--- src/rtl/lfsr_tick_sched.sv ---
// Programmable event scheduler: a 7-bit maximal-length LFSR advanced on prescaled enable ticks,
// pulsing evt each time the sequence reaches a programmed terminal pattern.
module lfsr_tick_sched #(
  parameter int unsigned PRE_W = 8
) (
  input  logic             clk,
  input  logic             rst_n,
  input  logic             en,
  input  logic             cmd_valid,
  output logic             cmd_ready,
  input  logic [6:0]       cmd_term,
  input  logic [PRE_W-1:0] cmd_pre,
  input  logic             cmd_periodic,
  input  logic             stop,
  output logic             busy,
  output logic             evt,
  output logic             err,
  output logic [6:0]       lfsr
);

  localparam logic [6:0] Seed = 7'b0000001;

  typedef enum logic [0:0] {StIdle, StRun} state_e;

  state_e           state_q, state_d;
  logic [6:0]       lfsr_q, lfsr_d;
  logic [6:0]       lfsr_step;
  logic [PRE_W-1:0] pre_cnt_q, pre_cnt_d;
  logic [PRE_W-1:0] pre_q, pre_d;
  logic [6:0]       term_q, term_d;
  logic             periodic_q, periodic_d;
  logic             evt_q, evt_d;
  logic             err_q, err_d;

  // x^7 + x^6 + 1: period 127, all-zero state unreachable from the seed
  assign lfsr_step = {lfsr_q[5:0], lfsr_q[6] ^ lfsr_q[5]};

  always_comb begin
    state_d    = state_q;
    lfsr_d     = lfsr_q;
    pre_cnt_d  = pre_cnt_q;
    pre_d      = pre_q;
    term_d     = term_q;
    periodic_d = periodic_q;
    evt_d      = 1'b0;
    err_d      = err_q;

    unique case (state_q)
      StIdle: begin
        if (cmd_valid) begin
          term_d     = cmd_term;
          pre_d      = cmd_pre;
          periodic_d = cmd_periodic;
          if (cmd_term == 7'd0) begin
            err_d = 1'b1;
          end else begin
            err_d     = 1'b0;
            lfsr_d    = Seed;
            pre_cnt_d = cmd_pre;
            state_d   = StRun;
          end
        end
      end
      StRun: begin
        // stop takes priority over a coincident match, suppressing its event
        if (stop) begin
          state_d = StIdle;
        end else if (en) begin
          if (pre_cnt_q != '0) begin
            pre_cnt_d = pre_cnt_q - PRE_W'(1);
          end else begin
            pre_cnt_d = pre_q;
            if (lfsr_step == term_q) begin
              lfsr_d = Seed;
              evt_d  = 1'b1;
              if (!periodic_q) state_d = StIdle;
            end else begin
              lfsr_d = lfsr_step;
            end
          end
        end
      end
      default: state_d = StIdle;
    endcase
  end

  always_ff @(posedge clk or negedge rst_n) begin
    if (!rst_n) begin
      state_q    <= StIdle;
      lfsr_q     <= Seed;
      pre_cnt_q  <= '0;
      pre_q      <= '0;
      term_q     <= '0;
      periodic_q <= 1'b0;
      evt_q      <= 1'b0;
      err_q      <= 1'b0;
    end else begin
      state_q    <= state_d;
      lfsr_q     <= lfsr_d;
      pre_cnt_q  <= pre_cnt_d;
      pre_q      <= pre_d;
      term_q     <= term_d;
      periodic_q <= periodic_d;
      evt_q      <= evt_d;
      err_q      <= err_d;
    end
  end

  assign cmd_ready = (state_q == StIdle);
  assign busy      = (state_q == StRun);
  assign evt       = evt_q;
  assign err       = err_q;
  assign lfsr      = lfsr_q;

endmodule

--- config.mk ---
export PLATFORM = sky130hd
export DESIGN_NAME = lfsr_tick_sched
export DESIGN_NICKNAME = d
export VERILOG_FILES = /design/src/rtl/lfsr_tick_sched.sv
export SDC_FILE = /design/constraint.sdc
export NUM_CORES = 1
export LEC_CHECK = 0
export ABC_AREA = 0
export BUFFER_PORTS_ARGS = -buffer_cell sky130_fd_sc_hd__buf_2
export CORE_ASPECT_RATIO = 1.2
export CORE_MARGIN = 2
export CORE_UTILIZATION = 40
export CTS_CLUSTER_SIZE = 25
export DETAILED_ROUTE_END_ITERATION = 7
export GPL_ROUTABILITY_DRIVEN = 0
export GPL_TIMING_DRIVEN = 0
export PLACE_DENSITY = 0.62
export SKIP_CTS_REPAIR_TIMING = 1
export SYNTH_ARGS = -nofsm -noshare
export SYNTH_HDL_FRONTEND = slang
export SYNTH_SLANG_ARGS = --single-unit
export TNS_END_PERCENT = 100
--- constraint.sdc ---
create_clock -name clk -period 2.6 [get_ports clk]
set_clock_uncertainty 0.2 [all_clocks]
set_input_delay 0.52 -clock clk [delete_from_list [all_inputs] [get_ports clk]]
set_output_delay 0.52 -clock clk [all_outputs]
set_load 0.01 [all_outputs]
After elaboration in Yosys (flattened, before gate mapping):

Index checks and enable logic that the tools add are counted.

* input port bits: 21
* bits in registers: 34

* eq/ne operators: 6
* bitwise gates (word level): 2
* reduce and logical (&&, ||, !) cells: 5
* $add $sub $neg: 1
* mux-type cells: 27

Operator list (number)
* $mux W7: 6
* $mux W8: 5
* $pmux W8 S2: 1
* $pmux W7 S2: 1
* $mux W1: 13
* $ne A2 B2 Y1 const B: 5
* $reduce_bool A8 Y1: 1
* $sub A8 B1 Y8 const B: 1
* $eq A7 B7 Y1: 1
* $logic_not A7 Y1: 1
* $reduce_and A5 Y1: 1
* $reduce_and A4 Y1: 1
* $pmux W1 S2: 1
* $reduce_and A2 Y1: 1
* $not A1 Y1: 1
* $xor A1 B1 Y1: 1

Depth between registers and ports, before layout:

Gate-level depths: netlist of the first run.

* depth after elaboration: 7
* depth in mapped cells: 6

Worst setup path after synthesis of the first run:

OpenSTA, ideal clock, no wires.

* path type: register to register
* start point: register pre_cnt_q[0]
* end point: register lfsr_q[1], in the netlist lfsr[1]
* data required time: 2.280 ns
* stages on the path, launching flop included: 7
* arrival: 1.708 ns
* slack: 0.572 ns
* library setup time: 0.120 ns
* path through: dfrtp_1 > inv_1 > ha_1 > or4b_4 > nor3_4 > nor3b_1 > a31o_1

* word-level cells in the longest chain between the ends: 3

Ends and longest elaborated chain
* start, declared: line 28 `logic [PRE_W-1:0] pre_cnt_q, pre_cnt_d;`
* start signal, assigned: line 100 `pre_cnt_q <= pre_cnt_d;`
* $reduce_bool A8 Y1: line 69 `if (pre_cnt_q != '0) begin`
* $ne A2 B2 Y1 (no line)
* $reduce_and A5 Y1 (no line)
* end signal, assigned: line 99 `lfsr_q <= lfsr_d;`
* end, declared: line 26 `logic [6:0] lfsr_q, lfsr_d;`

No other way between the ends.
A chain may end at the register's enable or synchronous reset.

Worst setup path after layout of the first run:

* start point: register pre_cnt_q[0]
* end point: register lfsr_q[4], in the netlist lfsr[4]

The elaborated chain is that of the path after synthesis.

==> metrics.cfg, run 1 <==
[run_status]
status = finished, final reports clean

[placement]
dp_hpwl_mm = 3.37
dp_slack_ns = 0.289
port_buffers = 31

[drt]
firstDrtPassIters = 4
viasPerCell = 5.37
ant_nets = 0
post_drt_wl_per_cell_microns = 15.2
drt_iter0_drc = 111
num_vias = 1616
finalWirelength_mm = 4.58
drc = 0

[synthesis]
synth_flop_cell = dfrtp_1
synth_cell_types = 50
synth_edf_count = 0
synthTopCellsByCount = 55 x nand2_1, 33 x dfrtp_1, 11 x a21oi_1, 8 x nor3_1, 7 x nor3b_1
postSynthAreaPerCell_sq_um = 9.10
ys.warnings.count = 0
yosysMostFrequentCell = nand2_1
yosysTopAreaCell = dfrtp_1
synthTopCellsByArea = dfrtp_1 44%, nand2_1 11%, a21oi_1 3.0%
ys_seq_elements = 34
synth_largest_type_area_fraction = 0.445
synth_seq_area_share = 0.459
async_reset_ff_frac = 1.00
syn_area_sq_um = 1860
synthCells = 204
syn_nets = 227

[global_route]
grt_overflow = 0
grt_pass1_vias = 1621
antenna_found_initial = 0
grt_pass1_wl_mm = 7.94
grt_max_degree = 35
grtUsageTotal = 0.201

[floorplan]
pin_count = 32
die_w_microns = 66.2
rows = 27
dieArea_sq_um = 5210
die_h_microns = 78.6
start_util = 0.410
fp.coreArea_sq_um = 4530

[finish]
n_antenna_cell = 0
drive_gt1_frac = 0.206
fillers = 478
syn_to_final_growth_pct = 17.1
nNetsFinal = 265

[pwr]
leakage_nw = 1.03
vdd_drop_max_uv = 447
p_per_area_nw_per_um2 = 769

[clock_network]
htreeDepth = 2
cts_tree = built
cts_sinks = 34
cts-root-buf = clkbuf_8
cts.clk_slew.worst_paths_ns = 0.07
clk_latency_ns = 0.29
cts_made_buffers = 5
clock_path_buffers = 2

[timing]
period_needed_ns = 2.28
fmax_mhz = 439
rsz0062_at_grt = no
worst_pin_slew_ns = 0.775
setup_tns_ns = 0
finalMaxSlewViolations = 0
fin_crit_sh = 0.877
setup_viol = 0
layout_setup_ws_ns = 0.321
relSlewSlack = 0.484
final_hold_viol_count = 0

[setup_path]
path_max_fanout = 7
worstPathArrival_ns = 2.30
critPathCaptureType = flip-flop
r2r_cells = 6
critPathKind = flip-flop to flip-flop
worst_setup_path_start_kind = flip-flop
worst_ep_required_time_ns = 2.62

[run]
maxCapViolCount = 0

[hold_path]
hold_path.class = primary input to asynchronous set/reset pin

## metal layers
metal,share of wire,vias up,wire [microns],GRT usage
li1,-,805,-,-
met1,0.46,769,2100,0.268
met2,0.49,33,2240,0.318
met3,0.036,9,163,0.0458
met4,0.017,0,80,0.0694
met5,0,-,0,0
## registers in the layout, summed over array words and instances, names as in the netlist
| register | count |
|---|---|
| evt | 1 |
| pre_cnt_q | 8 |
| err | 1 |
| periodic_q | 1 |
| busy | 1 |
| pre_q | 8 |
| term_q | 7 |
| lfsr | 7 |
## critical path, stage by stage, from the launching register on
cell     delay (ns)
dfrtp_1        0.45
inv_1          0.11
ha_1           0.21
nor4b_2        0.45
nand2_1        0.26
o21ai_2        0.34
a31o_1         0.19
## cells in the final DEF, fill, tap and decap left out, types with 4 or more instances in the layout
cell	n
a31o_1	6
o21ai_0	6
nand2_1	55
inv_1	4
nand3_1	5
mux2i_1	4
dfrtp_1	33
clkbuf_8	6
buf_2	32
o22ai_1	4
a21oi_1	11
clkbuf_1	6
nor3b_1	7
nor3_1	8
xor2_1	6
## kinds of logic (layout without fill, tap and decap cells)
kind of cell               count (synthesis)  in the layout  share of synthesized area
and+or+nand+nor                          100            100                      0.274
xor gates and xnor gates                   9              9                     0.0425
adders and majority gates                  2              2                     0.0135
buffers and inverters                     12             51                     0.0290
muxes                                      5              5                     0.0276
AOI/OAI and AO/OA                         42             42                      0.154
DFF                                       34             34                      0.459
## metrics by stage
step / utilization / total power, W / hold slack, ns / instances / instance area (sq um)
floorplan: - / 0.00111 / 0.0244 / 204 / 1860
global placement: 0.460 / 0.00127 / 0.255 / 293 / 2080
detailed placement: 0.460 / 0.00127 / 0.261 / 293 / 2080
CTS: 0.480 / 0.00168 / 0.128 / 301 / 2170
global route: 0.480 / 0.00179 / 0.164 / 301 / 2170
finish: 0.480 / 0.00167 / 0.100 / 301 / 2170
## final cells by class
cell class,instances,area [sq um],area share
tap,58,72.6,0.0334
buffer,7,35.0,0.0161
timing repair buffer,31,155,0.0713
inverter,5,18.8,0.00863
clock buffer,8,90.1,0.0414
sequential,34,852,0.392
multi-input combinational,158,951,0.437
## worst paths after layout
kind | startpoint | to | slack (ns)
worst max-delay path | pre_cnt_q[0] | lfsr[4] | 0.32
worst min-delay path | rst_n | pre_q[6] | 0.10
worst max register to register | pre_cnt_q[0] | lfsr[4] | 0.32
worst min register to register | pre_q[1] | pre_q[1] | 0.28
max in group asynchronous | rst_n | term_q[2] | 1.59
min in group clk | cmd_periodic | periodic_q | 0.21
## report_power, final
part | switching [W] | total [W] | internal (W)
Combinational | 0.000281 | 0.000498 | 0.000216
Clock | 0.000189 | 0.000405 | 0.000216
Sequential | 0.000122 | 0.000769 | 0.000646
Note: power is estimated with default switching activity, not from simulation.
==> inputs of run 2 (changes only) <==
--- a/config.mk
+++ b/config.mk
@@ -9,12 +9,12 @@
 export BUFFER_PORTS_ARGS = -buffer_cell sky130_fd_sc_hd__buf_2
 export CORE_ASPECT_RATIO = 1.2
 export CORE_MARGIN = 2
-export CORE_UTILIZATION = 40
+export CORE_UTILIZATION = 35
 export CTS_CLUSTER_SIZE = 25
 export DETAILED_ROUTE_END_ITERATION = 7
 export GPL_ROUTABILITY_DRIVEN = 0
 export GPL_TIMING_DRIVEN = 0
-export PLACE_DENSITY = 0.62
+export PLACE_DENSITY = 0.56
 export SKIP_CTS_REPAIR_TIMING = 1
 export SYNTH_ARGS = -nofsm -noshare
 export SYNTH_HDL_FRONTEND = slang
==> run 2 against run 1 <==
  * Global-route usage fell by 1.9 points
  * Die area rose by 13%
  * Cell count rose by 1.3%
  * Power rose by 0.54%
  * Count of clock-buffer cells in the layout did not move
  * Critical endpoint is now lfsr[6]
  * Register-to-register slack got worse by 0.06 ns
  * First-iteration DRC count fell by 2.7%
  * Largest power group unchanged
  * Worst hold slack improved by 0.012 ns
  * Via count rose by 1.5%
==> metrics.cfg, run 2 (synthesized netlist as in run 1, its figures left out) <==
[setup_path]
cp_top_family = simple AND/OR/NAND/NOR gates
crit_path_max_incr_delay_ns = 0.48
path_max_fanout = 7
worst_setup_path_start_kind = flip-flop
critPathKind = flip-flop to flip-flop
r2r_start = pre_cnt_q[0]
worst-path-buf-inv = 1
critPathCaptureType = flip-flop
worst_ep_required_time_ns = 2.62
crit_chain = inv_1, ha_1, nor4b_2, nand2_1, o21ai_2, a31o_1
worstPathArrival_ns = 2.37
slowest_stage = nor4b_2
cp-startpoint = pre_cnt_q[0]

[pwr]
p_per_area_nw_per_um2 = 771
vdd_drop_max_uv = 371
leakage_nw = 1.03

[placement]
dp_hpwl_mm = 3.49
dp.cells = 297
port_buffers = 31
dpl_cell_area_sq_um = 2090

[timing]
rsz0062_at_grt = no
period_needed_ns = 2.34
finalMaxSlewViolations = 0
worst_pin_slew_ns = 0.794
fin_crit_sh = 0.900
fmax_mhz = 427
relSlewSlack = 0.471
final_hold_viol_count = 0
setup_tns_ns = 0
setup_viol = 0

[drt]
firstDrtPassIters = 4
post_drt_wl_per_cell_microns = 16.1
finalWirelength_mm = 4.90
drc = 0
drt_iter0_drc = 108
num_vias = 1641
ant_nets = 0
viasPerCell = 5.38

[run]
maxCapViolCount = 0

[global_route]
busiest_layer = met2
use_met2 = 0.310
met3_usage = 0.0386
grt_max_degree = 35
grt_overflow = 0
grt_pass1_wl_mm = 8.26
grtUsageTotal = 0.182
use_met1 = 0.226
antenna_found_initial = 0
grt_pass1_vias = 1691

[finish]
finalCoreUtilization = 0.420
drive_gt1_frac = 0.206
nNetsFinal = 265
n_antenna_cell = 0
mostFrequentLayoutCell = nand2_1
fin_area_sq_um = 2180
reg_top3 = pre_cnt_q x8, pre_q x8
finalNonFillerCells = 305
layout_common_cells = 55 x nand2_1, 33 x dfrtp_1, 32 x buf_2, 11 x a21oi_1, 8 x nor3_1
syn_to_final_growth_pct = 17.4
fillers = 539

[clock_network]
clk_latency_ns = 0.29
cts_tree = built
cts_made_buffers = 5
cts_sinks = 34
cts-root-buf = clkbuf_8
clock_path_buffers = 2
htreeDepth = 2
cts.clk_slew.worst_paths_ns = 0.07

[floorplan]
pin_count = 32
die_h_microns = 83.8
die_w_microns = 70.5
fp.coreArea_sq_um = 5190
dieArea_sq_um = 5910
start_util = 0.358
rows = 29

[hold_path]
hold_path.class = primary input to asynchronous set/reset pin

[run_status]
status = finished, final reports clean

## run 2: cell counts in the layout (fill, tap and decap cells not counted)
No cell type changed its count.
## run 2: where the power goes
part | total, W | internal [W] | switching, W
registers | 0.000771 | 0.000646 | 0.000125
clock network | 0.000409 | 0.000216 | 0.000193
logic | 0.000501 | 0.000217 | 0.000284
## run 2: area by class of cell
class / count / area, sq um / share of cell area
Buffer: 7 / 35.0 / 0.0161
Sequential cell: 34 / 852 / 0.391
Clock buffer: 8 / 90.1 / 0.0413
Multi-Input combinational cell: 158 / 951 / 0.436
Tap cell: 62 / 77.6 / 0.0356
Inverter: 5 / 18.8 / 0.00861
Timing Repair Buffer: 31 / 155 / 0.0712
## run 2: per-stage QoR
step / hold slack [ns] / setup WS (ns) / power (W)
floorplan: 0.0244 / 0.572 / 0.00111
global placement: 0.255 / 0.235 / 0.00127
detailed placement: 0.267 / 0.260 / 0.00128
CTS: 0.130 / 0.273 / 0.00170
global route: 0.177 / 0.0922 / 0.00181
finish: 0.112 / 0.259 / 0.00168
## run 2: metal layers
metal	share of wire	routed length, microns
met1	0.44	2180
met2	0.50	2440
met3	0.039	193
met4	0.018	87
met5	0	0
## run 2: final timing paths
check                               end  slack, ns  cells after the start
setup / recovery                lfsr[6]       0.26                      6
hold / removal             pre_cnt_q[5]       0.11                      1
setup reg to reg                lfsr[6]       0.26                      6
hold reg to reg                pre_q[1]       0.28                      2
max in group asynchronous       lfsr[1]       1.58                      1
min in group clk             periodic_q       0.21                      3
==> inputs of run 3 (changes only) <==
--- a/config.mk
+++ b/config.mk
@@ -14,7 +14,7 @@
 export DETAILED_ROUTE_END_ITERATION = 7
 export GPL_ROUTABILITY_DRIVEN = 0
 export GPL_TIMING_DRIVEN = 0
-export PLACE_DENSITY = 0.56
+export PLACE_DENSITY_LB_ADDON = 0.3
 export SKIP_CTS_REPAIR_TIMING = 1
 export SYNTH_ARGS = -nofsm -noshare
 export SYNTH_HDL_FRONTEND = slang
==> run 3 against run 2 <==
  * Flip-flop and latch count unchanged
  * First-iteration DRC count rose by 23%
  * Global-route usage fell by 0.86 points
  * Die area stayed put
  * Critical path depth did not move
  * Critical endpoint unchanged
  * Count of clock-buffer cells in the layout did not move
  * Worst hold slack got worse by 0.015 ns
  * Largest cell class unchanged
  * Highest routed layer unchanged
  * Utilization did not move
  * Non-clock buffer count unchanged
==> metrics.cfg, run 3 (synthesized netlist as in run 1, its figures left out) <==
[run_status]
status = finished, final reports clean

[clock_network]
cts_made_buffers = 5
clk_latency_ns = 0.29
cts.clk_slew.worst_paths_ns = 0.07
cts_sinks = 34
htreeDepth = 2
cts-root-buf = clkbuf_8
clock_path_buffers = 2
cts_tree = built

[timing]
fin_crit_sh = 0.897
worst_pin_slew_ns = 0.785
period_needed_ns = 2.33
fmax_mhz = 429
finalMaxSlewViolations = 0
relSlewSlack = 0.477
final_hold_viol_count = 0
rsz0062_at_grt = no
whs_ns = 0.0967
setup_viol = 0
setup_tns_ns = 0

[finish]
reg_top3 = pre_cnt_q x8, pre_q x8
syn_to_final_growth_pct = 17.4
layout_common_cells = 55 x nand2_1, 33 x dfrtp_1, 32 x buf_2, 11 x a21oi_1, 8 x nor3_1
drive_gt1_frac = 0.206
n_antenna_cell = 0
finalCoreUtilization = 0.420
nNetsFinal = 265
mostFrequentLayoutCell = nand2_1

[pwr]
leakage_nw = 1.03
p_per_area_nw_per_um2 = 770
vdd_drop_max_uv = 410

[setup_path]
worst_setup_path_start_kind = flip-flop
critPathCaptureType = flip-flop
critPathKind = flip-flop to flip-flop
r2r_start = pre_cnt_q[0]
worstPathArrival_ns = 2.36
r2r_cells = 6
rrSetupSlack_ns = 0.27
path_max_fanout = 7
worst_ep_required_time_ns = 2.63
r2r_end = lfsr[6]

[floorplan]
pin_count = 32
dieArea_sq_um = 5910
die_w_microns = 70.5
rows = 29
start_util = 0.358
fp.coreArea_sq_um = 5190
die_h_microns = 83.8

[global_route]
antenna_found_initial = 0
grt_pass1_wl_mm = 8.09
grt_pass1_vias = 1642
grt_max_degree = 35
grtUsageTotal = 0.173
grt_overflow = 0

[hold_path]
hold_path.class = primary input to asynchronous set/reset pin

[drt]
ant_nets = 0
viasPerCell = 5.33
post_drt_wl_per_cell_microns = 15.5
drc = 0
firstDrtPassIters = 4
finalWirelength_mm = 4.74
num_vias = 1627
drt_iter0_drc = 133

[placement]
port_buffers = 31
dp_hpwl_mm = 3.42

[run]
maxCapViolCount = 0

[run 3: worst max-delay path, cell delays in order, from the launching register on]
cell     delay, ns
dfrtp_1       0.46
inv_1         0.11
ha_1          0.23
nor4b_2       0.43
nand2_1       0.26
o21ai_2       0.38
a31o_1        0.20
[run 3: through the flow]
stage / instance area [sq um] / setup slack (ns) / power (W) / cells
detailed placement: 2090 / 0.273 / 0.00128 / 297
global placement: 2090 / 0.259 / 0.00126 / 297
finish: 2180 / 0.267 / 0.00168 / 305
global route: 2180 / 0.114 / 0.00179 / 305
floorplan: 1860 / 0.572 / 0.00111 / 204
CTS: 2180 / 0.298 / 0.00168 / 305
[run 3: power by group]
| group | total [W] | switching (W) | internal, W |
|---|---|---|---|
| Combinational | 0.000502 | 0.000285 | 0.000216 |
| Sequential | 0.000769 | 0.000122 | 0.000646 |
| Clock | 0.000409 | 0.000193 | 0.000216 |
| Total | 0.00168 | 0.000600 | 0.00108 |
[run 3: cell type report]
type	count	area (sq um)
Buffer	7	35.0
Clock buffer	8	90.1
Fill cell	549	3010
Inverter	5	18.8
Multi-Input combinational cell	158	951
Sequential cell	34	852
Tap cell	62	77.6
Timing Repair Buffer	31	155
[run 3: routing by layer]
layer  vias up  GRT usage  share of wire
li1        801          -              -
met1       782      0.230           0.45
met2        38      0.286           0.49
met3         6     0.0374          0.049
met4         0     0.0420         0.0095
met5         -          0              0
[run 3: worst max path at each step]
stage	start	endpoint	slack [ns]	cells past startpoint
floorplan	pre_cnt_q[0]	lfsr[1]	0.57	6
global placement	cmd_term[2]	lfsr[6]	0.26	5
detailed placement	cmd_term[2]	lfsr[6]	0.27	5
CTS	pre_cnt_q[0]	lfsr[6]	0.30	6
global route	pre_cnt_q[0]	lfsr[2]	0.11	6
finish	pre_cnt_q[0]	lfsr[6]	0.27	6
